## src/rtl/mouse_pkg.sv

```systemverilog
// Shared types and constants for the PS/2 mouse master controller.
package mouse_pkg;

  // One-hot controller states.
  typedef enum logic [12:0] {
    ST_INIT          = 13'h0001,
    ST_SEND_FF       = 13'h0002,
    ST_WAIT_TX_FF    = 13'h0004,
    ST_WAIT_ACK_FF   = 13'h0008,
    ST_WAIT_SELFTEST = 13'h0010,
    ST_WAIT_ID       = 13'h0020,
    ST_SEND_F4       = 13'h0040,
    ST_WAIT_TX_F4    = 13'h0080,
    ST_WAIT_ACK_F4   = 13'h0100,
    ST_STREAM_B1     = 13'h0200,
    ST_STREAM_B2     = 13'h0400,
    ST_STREAM_B3     = 13'h0800,
    ST_PUBLISH       = 13'h1000
  } state_e;

  // Receiver error codes reported alongside each byte.
  typedef enum logic [1:0] {
    ERR_NONE   = 2'd0,
    ERR_PARITY = 2'd1,
    ERR_STOP   = 2'd2
  } byte_err_e;

  localparam logic [7:0] CMD_RESET    = 8'hFF;
  localparam logic [7:0] CMD_ENABLE   = 8'hF4;
  localparam logic [7:0] RSP_ACK      = 8'hFA;
  localparam logic [7:0] RSP_SELFTEST = 8'hAA;
  localparam logic [7:0] RSP_ID       = 8'h00;

  // States in which the receiver is enabled and incoming bytes are consumed.
  function automatic logic is_rx_state(state_e s);
    return (s == ST_WAIT_ACK_FF) || (s == ST_WAIT_SELFTEST) || (s == ST_WAIT_ID) ||
           (s == ST_WAIT_ACK_F4) || (s == ST_STREAM_B1) || (s == ST_STREAM_B2) ||
           (s == ST_STREAM_B3);
  endfunction

  // Init-phase states guarded by the response timeout.
  function automatic logic is_timed_state(state_e s);
    return (s == ST_WAIT_TX_FF) || (s == ST_WAIT_ACK_FF) || (s == ST_WAIT_SELFTEST) ||
           (s == ST_WAIT_ID) || (s == ST_WAIT_TX_F4) || (s == ST_WAIT_ACK_F4);
  endfunction

endpackage

```

## src/rtl/mouse_master_sm_if.sv

```systemverilog
// Handshake bundle between the mouse master controller, the PS/2
// transmitter/receiver and the bus-side mouse registers.
interface mouse_master_sm_if;
  logic       send_byte;
  logic [7:0] byte_to_send;
  logic       byte_sent;
  logic       read_enable;
  logic       byte_read;
  logic [1:0] byte_error_code;
  logic [7:0] byte_received;
  logic [7:0] mouse_status;
  logic [7:0] mouse_dx;
  logic [7:0] mouse_dy;
  logic       send_interrupt;

  modport master (
    output send_byte, byte_to_send, read_enable,
           mouse_status, mouse_dx, mouse_dy, send_interrupt,
    input  byte_sent, byte_read, byte_error_code, byte_received
  );

  modport slave (
    input  send_byte, byte_to_send, read_enable,
           mouse_status, mouse_dx, mouse_dy, send_interrupt,
    output byte_sent, byte_read, byte_error_code, byte_received
  );
endinterface

```

## src/rtl/mouse_master_sm.sv

```systemverilog
// PS/2 mouse master: runs the reset/self-test/stream-enable handshake, then
// assembles 3-byte movement packets and publishes them with an interrupt.
module mouse_master_sm
  import mouse_pkg::*;
#(
  parameter int unsigned POWERUP_CYCLES = 500_000,
  parameter int unsigned TIMEOUT_CYCLES = 50_000_000
) (
  input  logic              clk_i,
  input  logic              rst_n_i,
  mouse_master_sm_if.master bus
);

  localparam int PWR_W = $clog2(POWERUP_CYCLES + 1);
  localparam int TMO_W = $clog2(TIMEOUT_CYCLES + 1);
  localparam logic [PWR_W-1:0] PWR_LAST = PWR_W'(POWERUP_CYCLES - 1);
  localparam logic [TMO_W-1:0] TMO_LAST = TMO_W'(TIMEOUT_CYCLES - 1);

  state_e           state_q, state_d;
  logic [PWR_W-1:0] pwr_cnt_q, pwr_cnt_d;
  logic [TMO_W-1:0] tmo_cnt_q, tmo_cnt_d;
  logic             send_byte_q, read_enable_q, send_interrupt_q;
  logic [7:0]       byte_to_send_q;
  logic [7:0]       status_sh_q, dx_sh_q, dy_sh_q;
  logic [7:0]       status_q, dx_q, dy_q;
  logic             rx_err, tmo_hit;

  // Next state and counter values; a received byte always wins over a timeout.
  always_comb begin
    state_d = state_q;
    rx_err  = bus.byte_read && (bus.byte_error_code != ERR_NONE);
    tmo_hit = (tmo_cnt_q == TMO_LAST);
    case (state_q)
      ST_INIT:          if (pwr_cnt_q == PWR_LAST) state_d = ST_SEND_FF;
      ST_SEND_FF:       state_d = ST_WAIT_TX_FF;
      ST_WAIT_TX_FF:    if (bus.byte_sent) state_d = ST_WAIT_ACK_FF;
                        else if (tmo_hit) state_d = ST_INIT;
      ST_WAIT_ACK_FF:   if (bus.byte_read)
                          state_d = (rx_err || bus.byte_received != RSP_ACK) ? ST_INIT : ST_WAIT_SELFTEST;
                        else if (tmo_hit) state_d = ST_INIT;
      ST_WAIT_SELFTEST: if (bus.byte_read)
                          state_d = (rx_err || bus.byte_received != RSP_SELFTEST) ? ST_INIT : ST_WAIT_ID;
                        else if (tmo_hit) state_d = ST_INIT;
      ST_WAIT_ID:       if (bus.byte_read)
                          state_d = (rx_err || bus.byte_received != RSP_ID) ? ST_INIT : ST_SEND_F4;
                        else if (tmo_hit) state_d = ST_INIT;
      ST_SEND_F4:       state_d = ST_WAIT_TX_F4;
      ST_WAIT_TX_F4:    if (bus.byte_sent) state_d = ST_WAIT_ACK_F4;
                        else if (tmo_hit) state_d = ST_INIT;
      ST_WAIT_ACK_F4:   if (bus.byte_read)
                          state_d = (rx_err || bus.byte_received != RSP_ACK) ? ST_INIT : ST_STREAM_B1;
                        else if (tmo_hit) state_d = ST_INIT;
      // Only a clean byte with the always-one bit 3 set can start a packet.
      ST_STREAM_B1:     if (bus.byte_read && !rx_err && bus.byte_received[3]) state_d = ST_STREAM_B2;
      ST_STREAM_B2:     if (bus.byte_read) state_d = rx_err ? ST_STREAM_B1 : ST_STREAM_B3;
      ST_STREAM_B3:     if (bus.byte_read) state_d = rx_err ? ST_STREAM_B1 : ST_PUBLISH;
      ST_PUBLISH:       state_d = ST_STREAM_B1;
      default:          state_d = ST_INIT;
    endcase

    pwr_cnt_d = (state_q == ST_INIT && state_d == ST_INIT) ? pwr_cnt_q + 1'b1 : '0;
    tmo_cnt_d = (state_q == state_d && is_timed_state(state_q)) ? tmo_cnt_q + 1'b1 : '0;
  end

  // State, counters, shadow packet registers and registered outputs.
  always_ff @(posedge clk_i or negedge rst_n_i) begin
    if (!rst_n_i) begin
      state_q          <= ST_INIT;
      pwr_cnt_q        <= '0;
      tmo_cnt_q        <= '0;
      send_byte_q      <= 1'b0;
      byte_to_send_q   <= 8'h00;
      read_enable_q    <= 1'b0;
      send_interrupt_q <= 1'b0;
      status_sh_q      <= 8'h00;
      dx_sh_q          <= 8'h00;
      dy_sh_q          <= 8'h00;
      status_q         <= 8'h00;
      dx_q             <= 8'h00;
      dy_q             <= 8'h00;
    end else begin
      state_q       <= state_d;
      pwr_cnt_q     <= pwr_cnt_d;
      tmo_cnt_q     <= tmo_cnt_d;
      send_byte_q   <= (state_d == ST_SEND_FF) || (state_d == ST_SEND_F4);
      read_enable_q <= is_rx_state(state_d);
      if (state_d == ST_SEND_FF) byte_to_send_q <= CMD_RESET;
      else if (state_d == ST_SEND_F4) byte_to_send_q <= CMD_ENABLE;
      if (state_q == ST_STREAM_B1 && state_d == ST_STREAM_B2) status_sh_q <= bus.byte_received;
      if (state_q == ST_STREAM_B2 && state_d == ST_STREAM_B3) dx_sh_q <= bus.byte_received;
      if (state_q == ST_STREAM_B3 && state_d == ST_PUBLISH) dy_sh_q <= bus.byte_received;
      send_interrupt_q <= (state_q == ST_PUBLISH);
      if (state_q == ST_PUBLISH) begin
        status_q <= status_sh_q;
        dx_q     <= dx_sh_q;
        dy_q     <= dy_sh_q;
      end
    end
  end

  assign bus.send_byte      = send_byte_q;
  assign bus.byte_to_send   = byte_to_send_q;
  assign bus.read_enable    = read_enable_q;
  assign bus.mouse_status   = status_q;
  assign bus.mouse_dx       = dx_q;
  assign bus.mouse_dy       = dy_q;
  assign bus.send_interrupt = send_interrupt_q;

endmodule
```

## src/flat_wrapper.sv

```systemverilog
// flat-port wrapper written by rule: the top's interface ports become plain ports
module mouse_master_sm_flat import mouse_pkg::*;
#(
  parameter int unsigned POWERUP_CYCLES = 500_000,
  parameter int unsigned TIMEOUT_CYCLES = 50_000_000
)
  (clk_i, rst_n_i, bus_send_byte, bus_byte_to_send, bus_read_enable, bus_mouse_status, bus_mouse_dx, bus_mouse_dy, bus_send_interrupt, bus_byte_sent, bus_byte_read, bus_byte_error_code, bus_byte_received);
  mouse_master_sm_if bus_i ();
  input  logic clk_i;
  input  logic rst_n_i;
  output wire logic [$bits(bus_i.send_byte)-1:0] bus_send_byte;
  output wire logic [$bits(bus_i.byte_to_send)-1:0] bus_byte_to_send;
  output wire logic [$bits(bus_i.read_enable)-1:0] bus_read_enable;
  output wire logic [$bits(bus_i.mouse_status)-1:0] bus_mouse_status;
  output wire logic [$bits(bus_i.mouse_dx)-1:0] bus_mouse_dx;
  output wire logic [$bits(bus_i.mouse_dy)-1:0] bus_mouse_dy;
  output wire logic [$bits(bus_i.send_interrupt)-1:0] bus_send_interrupt;
  input wire logic [$bits(bus_i.byte_sent)-1:0] bus_byte_sent;
  input wire logic [$bits(bus_i.byte_read)-1:0] bus_byte_read;
  input wire logic [$bits(bus_i.byte_error_code)-1:0] bus_byte_error_code;
  input wire logic [$bits(bus_i.byte_received)-1:0] bus_byte_received;
  assign bus_send_byte = bus_i.send_byte;
  assign bus_byte_to_send = bus_i.byte_to_send;
  assign bus_read_enable = bus_i.read_enable;
  assign bus_mouse_status = bus_i.mouse_status;
  assign bus_mouse_dx = bus_i.mouse_dx;
  assign bus_mouse_dy = bus_i.mouse_dy;
  assign bus_send_interrupt = bus_i.send_interrupt;
  assign bus_i.byte_sent = bus_byte_sent;
  assign bus_i.byte_read = bus_byte_read;
  assign bus_i.byte_error_code = bus_byte_error_code;
  assign bus_i.byte_received = bus_byte_received;
  mouse_master_sm #(.POWERUP_CYCLES(POWERUP_CYCLES), .TIMEOUT_CYCLES(TIMEOUT_CYCLES)) u_core (.clk_i(clk_i), .rst_n_i(rst_n_i), .bus(bus_i));
endmodule
```

## config.mk

```make
export PLATFORM = sky130hd
export DESIGN_NAME = mouse_master_sm_flat
export DESIGN_NICKNAME = d
export VERILOG_FILES = /design/src/rtl/mouse_pkg.sv /design/src/rtl/mouse_master_sm_if.sv /design/src/rtl/mouse_master_sm.sv /design/src/flat_wrapper.sv
export SDC_FILE = /design/constraint.sdc
export NUM_CORES = 1
export LEC_CHECK = 0
export BUFFER_PORTS_ARGS = -buffer_cell sky130_fd_sc_hd__buf_2
export CORE_MARGIN = 4
export CORE_UTILIZATION = 55
export CTS_CLUSTER_SIZE = 14
export DETAILED_ROUTE_END_ITERATION = 10
export PLACE_DENSITY_LB_ADDON = 0.25
export SYNTH_ARGS = -nofsm -noshare
export SYNTH_HDL_FRONTEND = slang
export SYNTH_SLANG_ARGS = --single-unit
export TNS_END_PERCENT = 5
```

## constraint.sdc

```tcl
create_clock -name clk_i -period 3.7 [get_ports clk_i]
set_input_delay 0.925 -clock clk_i [delete_from_list [all_inputs] [get_ports clk_i]]
set_output_delay 0.925 -clock clk_i [all_outputs]
set_load 0.005 [all_outputs]
```

==> results.cfg, run 1 <==
[grt]
grt_first_pass_wirelength_mm = 18.4
overflow = 0
grt_usage = 0.204
grt_max_degree = 83
antenna_found_initial = 0
grt_pass1_vias = 3597

[critical_path]
reg2reg_depth = 7
worst_r2r_endpoint = u_core.tmo_cnt_q[5]
required_ps = 3940
endpoint_kind = flip-flop
crit_path_top_delay_cell = nor4_2
critPathTopFamily = simple AND/OR/NAND/NOR gates
cp_num_cells = 7
worstPathArrival_ps = 2860
cp_num_buf_inv = 1
path_cells = ha_1 > nand3_1 > or3_1 > nor4_2 > inv_1 > nand2_2 > nor2_1
critical_path.startpoint = u_core.tmo_cnt_q[0]
worst-path-max-fanout = 25
endpoint = u_core.tmo_cnt_q[5]
worstReg2RegStart = u_core.tmo_cnt_q[0]
ff2ff_setup_slack_ps = 1080
worstSetupStartpointType = flip-flop
path_class = reg -> reg
max_stage_delay_ps = 480

[sta]
rsz0062_at_grt = false
worstMarginPinSlew_ps = 1020
clock_skew_ps = 12.8
setup_viol_count_final = 0
setup_slack_ps = 1080
drv_slew = 0
finalCritPeriodShare = 0.707
fin_setup_tns_ps = 0
fmax_mhz = 382
slew_headroom = 0.320
min_period_ps = 2620
finalHoldViolCount = 0

[run]
maxCapViolCount = 0

[place]
place_inst = 633
place_ws_ps = 936
place_area_sq_mm = 0.00561
dp_hpwl_mm = 7.57
gp_congestion = 0.844
port_buffers = 48

[synthesis]
synth_top_cell_by_area = dfrtp_1
synthesis.area_sq_mm = 0.00531
synth_area_per_cell_sq_um = 11.2
yosysWarnings = 0
synth_flop_cell = dfrtp_1
synth-seq-cells = 111
synth_nets = 489
synth_top_area_frac = 0.519
synth_cells = 473
synthTopCellsByArea = dfrtp_1, mux2_2, nor2_1
synth_cell_types = 58
synth-edff-count = 0
ys_seq_area_frac = 0.524
async_reset_ff_frac = 1.00

[route]
drt_iter0_markers = 214
vias = 3644
wire_per_inst_microns = 16.6
routed_wirelength_mm = 10.7
first_pass_iters = 5
drtAntennaViolNets = 0
route.detailed.drc = 0
avgViaCountPerCell = 5.63

[final_layout]
finalInstanceArea_sq_mm = 0.00581
drive_above_1_share = 0.261
layout_commonest_cell = dfrtp_1
nFillCells = 776
stdcell_count = 647
area_growth_pct = 9.52
antennaDiodeCount = 0
final_cell_mix = dfrtp_1, nor2_1, buf_2
fin_nets = 531

[clock_network]
max-clock-path-buffers = 2
numClockSinks = 111
cts_resized = 0
h-tree-depth = 3
cts_tree = done
cts_buffers = 9
ctsHoldBuffers = 0
cts.clk_slew.worst_paths_ps = 90
insertion_delay_ps = 380
clockRootBuffer = clkbuf_8
post_cts_buffers = 0

[power]
p_leak_uw = 0.00273
pwr-share-comb = 0.023
ir_drop_mv = 0.320
p_sw_frac = 0.215
power_density_mw_per_mm2 = 352
seqPwrFrac = 0.594
power.internal_uw = 1610
p_sw_uw = 441
clock_power_share = 0.383

[floorplan]
die_w_microns = 106
ios = 49
start_util = 0.569
std_cell_rows = 35
die_area_sq_mm = 0.0113
die_h_microns = 106
core-area_sq_mm = 0.00933

[outcome]
status = finished clean

[hold_path]
hp-class = reg -> reg
[sequential cells by signal (all words and copies together), names as in the netlist]
signal and count:
u_core.tmo_cnt_q 26, u_core.pwr_cnt_q 19, u_core.state_q 13, u_core.bus.mouse_dx 8, u_core.bus.mouse_dy 8, u_core.bus.mouse_status 8
u_core.dx_sh_q 8, u_core.dy_sh_q 8, u_core.status_sh_q 8, u_core.bus.byte_to_send 2, u_core.bus.read_enable 1, u_core.bus.send_byte 1
u_core.bus.send_interrupt 1
[layer usage]
metal  routed length (microns)  up-vias  track usage  part of all wire
li1                          -     1730            -                 -
met4                       136        0       0.0564             0.013
met5                         0        -            0                 0
met2                      5240       93        0.327              0.49
met3                       501       16       0.0522             0.047
met1                      4870     1805        0.275              0.45
[cell usage after synthesis (3+ instances only)]
cell type	n
o22ai_1	3
buf_6	4
nor4_2	3
buf_4	8
nor3_1	11
nor2b_1	3
nor4_1	6
or3_1	8
o21ai_0	7
and3_1	12
nor2_1	66
and4_1	4
inv_1	10
dfrtp_1	110
xnor2_1	24
xor2_1	22
nand3_1	22
clkbuf_1	7
nor4b_1	4
nand4_1	13
nand2_1	20
mux2_2	46
or2_2	5
and2_1	6
[per-stage QoR]
| stage | hold slack [ps] | power [uW] | util |
|---|---|---|---|
| global route | 520 | 2130 | 0.623 |
| finish | 496 | 2050 | 0.623 |
| global placement | 461 | 1290 | 0.601 |
| CTS | 495 | 2070 | 0.623 |
| floorplan | 433 | 1250 | - |
| detailed placement | 470 | 1290 | 0.601 |
[power groups by stage]
stage                     logic (uW)  registers, uW  clock network, uW
after floorplan                 7.99           1240                  0
after global placement          47.4           1240                  0
final                           47.0           1220                785
after detailed placement        49.1           1240                  0
after CTS                       49.2           1220                805
after global routing            54.5           1220                860
[worst reg2reg max path, cell delays in order, from the launching register on]
cell and delay [ps]:
dfrtp_1 400, ha_1 200, nand3_1 200, or3_1 470
nor4_2 480, inv_1 220, nand2_2 400, nor2_1 120
[cell families (layout without fill, tap and decap cells)]
family | count (synthesis) | count (layout) | synth area share
flip-flops | 111 | 111 | 0.524
XOR/XNOR | 46 | 46 | 0.0759
adder cells (fa/ha/maj) | 2 | 2 | 0.00471
buffers and inverters | 33 | 78 | 0.0356
AO/OA/AOI/OAI | 30 | 30 | 0.0410
AND/OR/NAND/NOR | 202 | 202 | 0.216
multiplexers | 49 | 49 | 0.103
[final cells by class]
type	instances	area (sq um)	share of cell area
Inverter	10	37.5	0.00646
Sequential cell	111	2780	0.478
Tap cell	129	161	0.0278
Clock buffer	10	128	0.0220
Timing Repair Buffer	54	288	0.0495
Multi-Input combinational cell	329	2340	0.402
Clock inverter	4	80.1	0.0138
[how the worst min path moves through the flow]
stage / depth (start not counted) / slack [ps] / to / start
after CTS: 1 / 500 / u_core.status_sh_q[3] / u_core.status_sh_q[3]
after detailed placement: 1 / 470 / u_core.status_sh_q[3] / u_core.status_sh_q[3]
final: 1 / 500 / u_core.tmo_cnt_q[0] / u_core.tmo_cnt_q[0]
after floorplan: 1 / 430 / u_core.status_sh_q[3] / u_core.status_sh_q[3]
after global routing: 1 / 520 / u_core.status_sh_q[3] / u_core.status_sh_q[3]
after global placement: 1 / 460 / u_core.status_sh_q[3] / u_core.status_sh_q[3]
Note: power is estimated with default switching activity, not from simulation.
==> inputs of run 2 (changes only) <==
Settings changed: CORE_UTILIZATION 55 to 54.
Clock period 3.7 ns to 2.4 ns, I/O delays scaled along.
==> results.cfg, run 2 (same netlist as run 1, synthesis figures left out) <==
[sta]
clock_skew_ps = 13.5
worstMarginPinSlew_ps = 536
hold_slack_ps = 127
finalHoldViolCount = 0
setup_viol_count_final = 0
fin_setup_tns_ps = 0
drv_slew = 0
setup_slack_ps = 186
fmax_mhz = 452
slew_headroom = 0.639
rsz0062_at_grt = false
min_period_ps = 2210
finalCritPeriodShare = 0.923

[final_layout]
reg_top3 = u_core.tmo_cnt_q x26, u_core.pwr_cnt_q x19, u_core.state_q x13
fin_nets = 552
layout_commonest_cell = dfrtp_1
stdcell_count = 670
antennaDiodeCount = 0
area_growth_pct = 13.4
nFillCells = 767
final_cell_mix = dfrtp_1, nor2_1, buf_2
largest_register_ffs = 26
drive_above_1_share = 0.292
largest-register = u_core.tmo_cnt_q

[grt]
grt_pass1_vias = 3823
grt_max_degree = 54
grt_first_pass_wirelength_mm = 18.7
grt_usage = 0.204
overflow = 0
antenna_found_initial = 0

[clock_network]
post_cts_buffers = 0
cts_resized = 0
cts.clk_slew.worst_paths_ps = 100
ctsHoldBuffers = 0
numClockSinks = 111
cts_buffers = 9
clockRootBuffer = clkbuf_8
h-tree-depth = 3
insertion_delay_ps = 380
cts_tree = done
max-clock-path-buffers = 2

[route]
route.detailed.drc = 0
vias = 3729
avgViaCountPerCell = 5.57
drt_iter0_markers = 199
drtAntennaViolNets = 0
wire_per_inst_microns = 16.4
routed_wirelength_mm = 11.0
first_pass_iters = 4

[critical_path]
critical_path.startpoint = u_core.state_q[0]
crit_path_top_delay_cell = dfstp_2
worst-path-max-fanout = 7
max_stage_delay_ps = 610
path_cells = nor4_2 > buf_4 > nand3_1 > nor3b_4 > or3_1 > nor4b_1 > o211ai_1
worstSetupStartpointType = flip-flop
reg2reg_depth = 7
endpoint = u_core.bus.read_enable
path_class = reg -> reg
worst_r2r_endpoint = u_core.bus.read_enable
worstReg2RegStart = u_core.state_q[0]
cp_num_buf_inv = 1
required_ps = 2640
critPathTopFamily = simple AND/OR/NAND/NOR gates
cp_num_cells = 7
ff2ff_setup_slack_ps = 190
worstPathArrival_ps = 2450
endpoint_kind = flip-flop

[run]
maxCapViolCount = 0

[floorplan]
core-area_sq_mm = 0.00942
ios = 49
die_w_microns = 107
std_cell_rows = 35
die_area_sq_mm = 0.0115
die_h_microns = 107
start_util = 0.564

[power]
ir_drop_mv = 0.425
p_total_uw = 3040
power_density_mw_per_mm2 = 505
p_leak_uw = 0.00287

[place]
place_ws_ps = 3.82
gp_congestion = 0.927
port_buffers = 48
place_inst = 654
dp_hpwl_mm = 8.01

[hold_path]
hp-class = in -> async

[outcome]
status = finished clean
-- run 2: cell count changes in the layout (fill, tap and decap cells not counted) --
cell / delta
bufinv_16: -2
nor4_2: -1
clkinv_4: +1
a21oi_4: +1
nor4_4: +1
buf_12: +4
buf_4: +17
inv_6: +2
clkbuf_8: +1
a21oi_2: -1
-- run 2: area by class of cell --
cell class | count | area [sq um] | area share
tap | 129 | 161 | 0.0268
inverter | 10 | 37.5 | 0.00624
timing repair buffer | 75 | 495 | 0.0823
clock buffer | 11 | 141 | 0.0235
clock inverter | 5 | 46.3 | 0.00769
sequential | 111 | 2780 | 0.462
multi-input combinational | 329 | 2360 | 0.392
-- run 2: stage by stage --
| step | cell area (sq um) | util |
|---|---|---|
| floorplan | 5310 | - |
| global placement | 5810 | 0.617 |
| detailed placement | 5810 | 0.617 |
| CTS | 6000 | 0.637 |
| global route | 6020 | 0.639 |
| finish | 6020 | 0.639 |
-- run 2: routing by layer --
metal,vias up,global-route usage,part of all wire
li1,1785,-,-
met1,1842,0.271,0.45
met2,93,0.334,0.49
met3,9,0.0572,0.054
met4,0,0.0447,0.0082
met5,-,0,0
-- run 2: how the worst min path moves through the flow --
stage	slack, ps	end	startpoint
after CTS	120	u_core.status_sh_q[5]	rst_n_i
after global placement	450	u_core.status_sh_q[3]	u_core.status_sh_q[3]
after floorplan	300	u_core.bus.byte_to_send[3]	rst_n_i
after detailed placement	460	u_core.status_sh_q[3]	u_core.status_sh_q[3]
after global routing	120	u_core.status_sh_q[5]	rst_n_i
final	130	u_core.bus.byte_to_send[6]	rst_n_i
-- run 2: power by group --
group | internal, uW | total, uW | leakage (uW) | switching, uW
logic | 22.0 | 80.5 | 0.00124 | 58.5
clock network | 428 | 1080 | 0.0000968 | 657
registers | 1870 | 1870 | 0.00153 | 1.75
total | 2320 | 3040 | 0.00287 | 717
==> inputs of run 3 (changes only) <==
Settings changed: CORE_ASPECT_RATIO set to 1.4.
==> results.cfg, run 3 (same netlist as run 1, synthesis figures left out) <==
[critical_path]
worstSetupStartpointType = flip-flop
required_ps = 2650
worst-path-max-fanout = 4
path_class = reg -> reg
endpoint_kind = flip-flop
reg2reg_depth = 7
worstPathArrival_ps = 2470

[hold_path]
hp-class = in -> async

[final_layout]
largest_register_ffs = 26
drive_above_1_share = 0.289
finish.utilization = 0.638
antennaDiodeCount = 0
reg_top3 = u_core.tmo_cnt_q x26, u_core.pwr_cnt_q x19, u_core.state_q x13
layout_commonest_cell = dfrtp_1
largest-register = u_core.tmo_cnt_q
fin_nets = 548
final_cell_mix = dfrtp_1, nor2_1, buf_2
area_growth_pct = 14.4
finalInstanceArea_sq_mm = 0.00607

[route]
drtAntennaViolNets = 0
wire_per_inst_microns = 16.6
drt_iter0_markers = 166
avgViaCountPerCell = 5.61
routed_wirelength_mm = 11.1
vias = 3756
route.detailed.drc = 0
first_pass_iters = 4

[sta]
hold_slack_ps = 250
fmax_mhz = 450
min_period_ps = 2220
setup_slack_ps = 177
finalCritPeriodShare = 0.926
slew_headroom = 0.618
finalHoldViolCount = 0
setup_viol_count_final = 0
rsz0062_at_grt = false
worstMarginPinSlew_ps = 566
clock_skew_ps = 8.53
drv_slew = 0
fin_setup_tns_ps = 0

[floorplan]
ios = 49
die_h_microns = 125
die_area_sq_mm = 0.0115
core-area_sq_mm = 0.00951
die_w_microns = 91.8
std_cell_rows = 42
start_util = 0.558

[grt]
grt_busiest_layer = met2
grt_first_pass_wirelength_mm = 18.8
grtUsageMet1 = 0.241
grt_usage = 0.206
antenna_found_initial = 0
gr-usage-met2 = 0.361
grt_pass1_vias = 3971
overflow = 0
use_met3 = 0.0391
grt_max_degree = 43

[power]
ir_drop_mv = 0.464
power_density_mw_per_mm2 = 554
p_leak_uw = 0.00286

[clock_network]
numClockSinks = 111
cts.clk_slew.worst_paths_ps = 70
cts_tree = done
cts_buffers = 9
clockRootBuffer = clkbuf_16
insertion_delay_ps = 350
max-clock-path-buffers = 2
h-tree-depth = 3

[outcome]
status = finished clean

[run]
maxCapViolCount = 0

[place]
place_area_sq_mm = 0.00579
gp_congestion = 0.919
port_buffers = 48
dp_hpwl_mm = 8.14
place_ws_ps = 59.8
==> run 3: cell count changes in the layout (fill, tap and decap cells not counted), sizes merged <==
cell      change
clkbuf        -2
buf           -4
clkinvlp      +2
clkinv        +1
inv           -1
==> run 3: power breakdown <==
group / internal, uW / total (uW) / switching (uW)
Clock: 715 / 1410 / 696
Combinational: 23.1 / 81.0 / 57.9
Sequential: 1870 / 1870 / 1.65
==> run 3: metal layers <==
layer,routed length (microns),up-vias,part of all wire
met4,371,0,0.033
met2,5880,87,0.53
li1,-,1776,-
met1,4500,1857,0.40
met5,0,-,0
met3,374,36,0.034
==> run 3: worst paths after layout <==
check	end	from	slack (ps)
worst max-delay path	u_core.state_q[3]	u_core.tmo_cnt_q[0]	180
worst min-delay path	u_core.state_q[1]	rst_n_i	250
worst max register to register	u_core.state_q[3]	u_core.tmo_cnt_q[0]	180
worst min register to register	u_core.status_sh_q[3]	u_core.status_sh_q[3]	480
max in group asynchronous	u_core.tmo_cnt_q[13]	rst_n_i	1540
min in group clk_i	u_core.status_sh_q[3]	u_core.status_sh_q[3]	480
==> run 3: final cells by class <==
type                            count  area [sq um]
Clock inverter                      7          55.1
Fill cell                         742          3440
Clock buffer                        9           225
Timing Repair Buffer               71           469
Inverter                           10          37.5
Tap cell                          132           165
Sequential cell                   111          2780
Multi-Input combinational cell    329          2340
==> run 3: worst max-delay path, stage by stage (launching register included) <==
cell and delay (ps):
dfrtp_1 390, ha_1 200, nand3_1 90, or3_1 400
nor4_2 390, nor3_1 110, or2_2 300, a22o_1 230
==> run 3: per-stage QoR <==
| stage | power, uW | std cells |
|---|---|---|
| floorplan | 1920 | 473 |
| global placement | 1990 | 653 |
| detailed placement | 1990 | 653 |
| CTS | 3400 | 669 |
| global route | 3490 | 669 |
| finish | 3370 | 669 |
==> run 3: repair_timing <==
| item | in CTS | in global routing |
|---|---|---|
| resized for setup | 0 | 1 |
| endpoints found under the setup margin | 0 | 1 |
| buffers inserted | 0 | 0 |
| hold buffers | 0 | 0 |
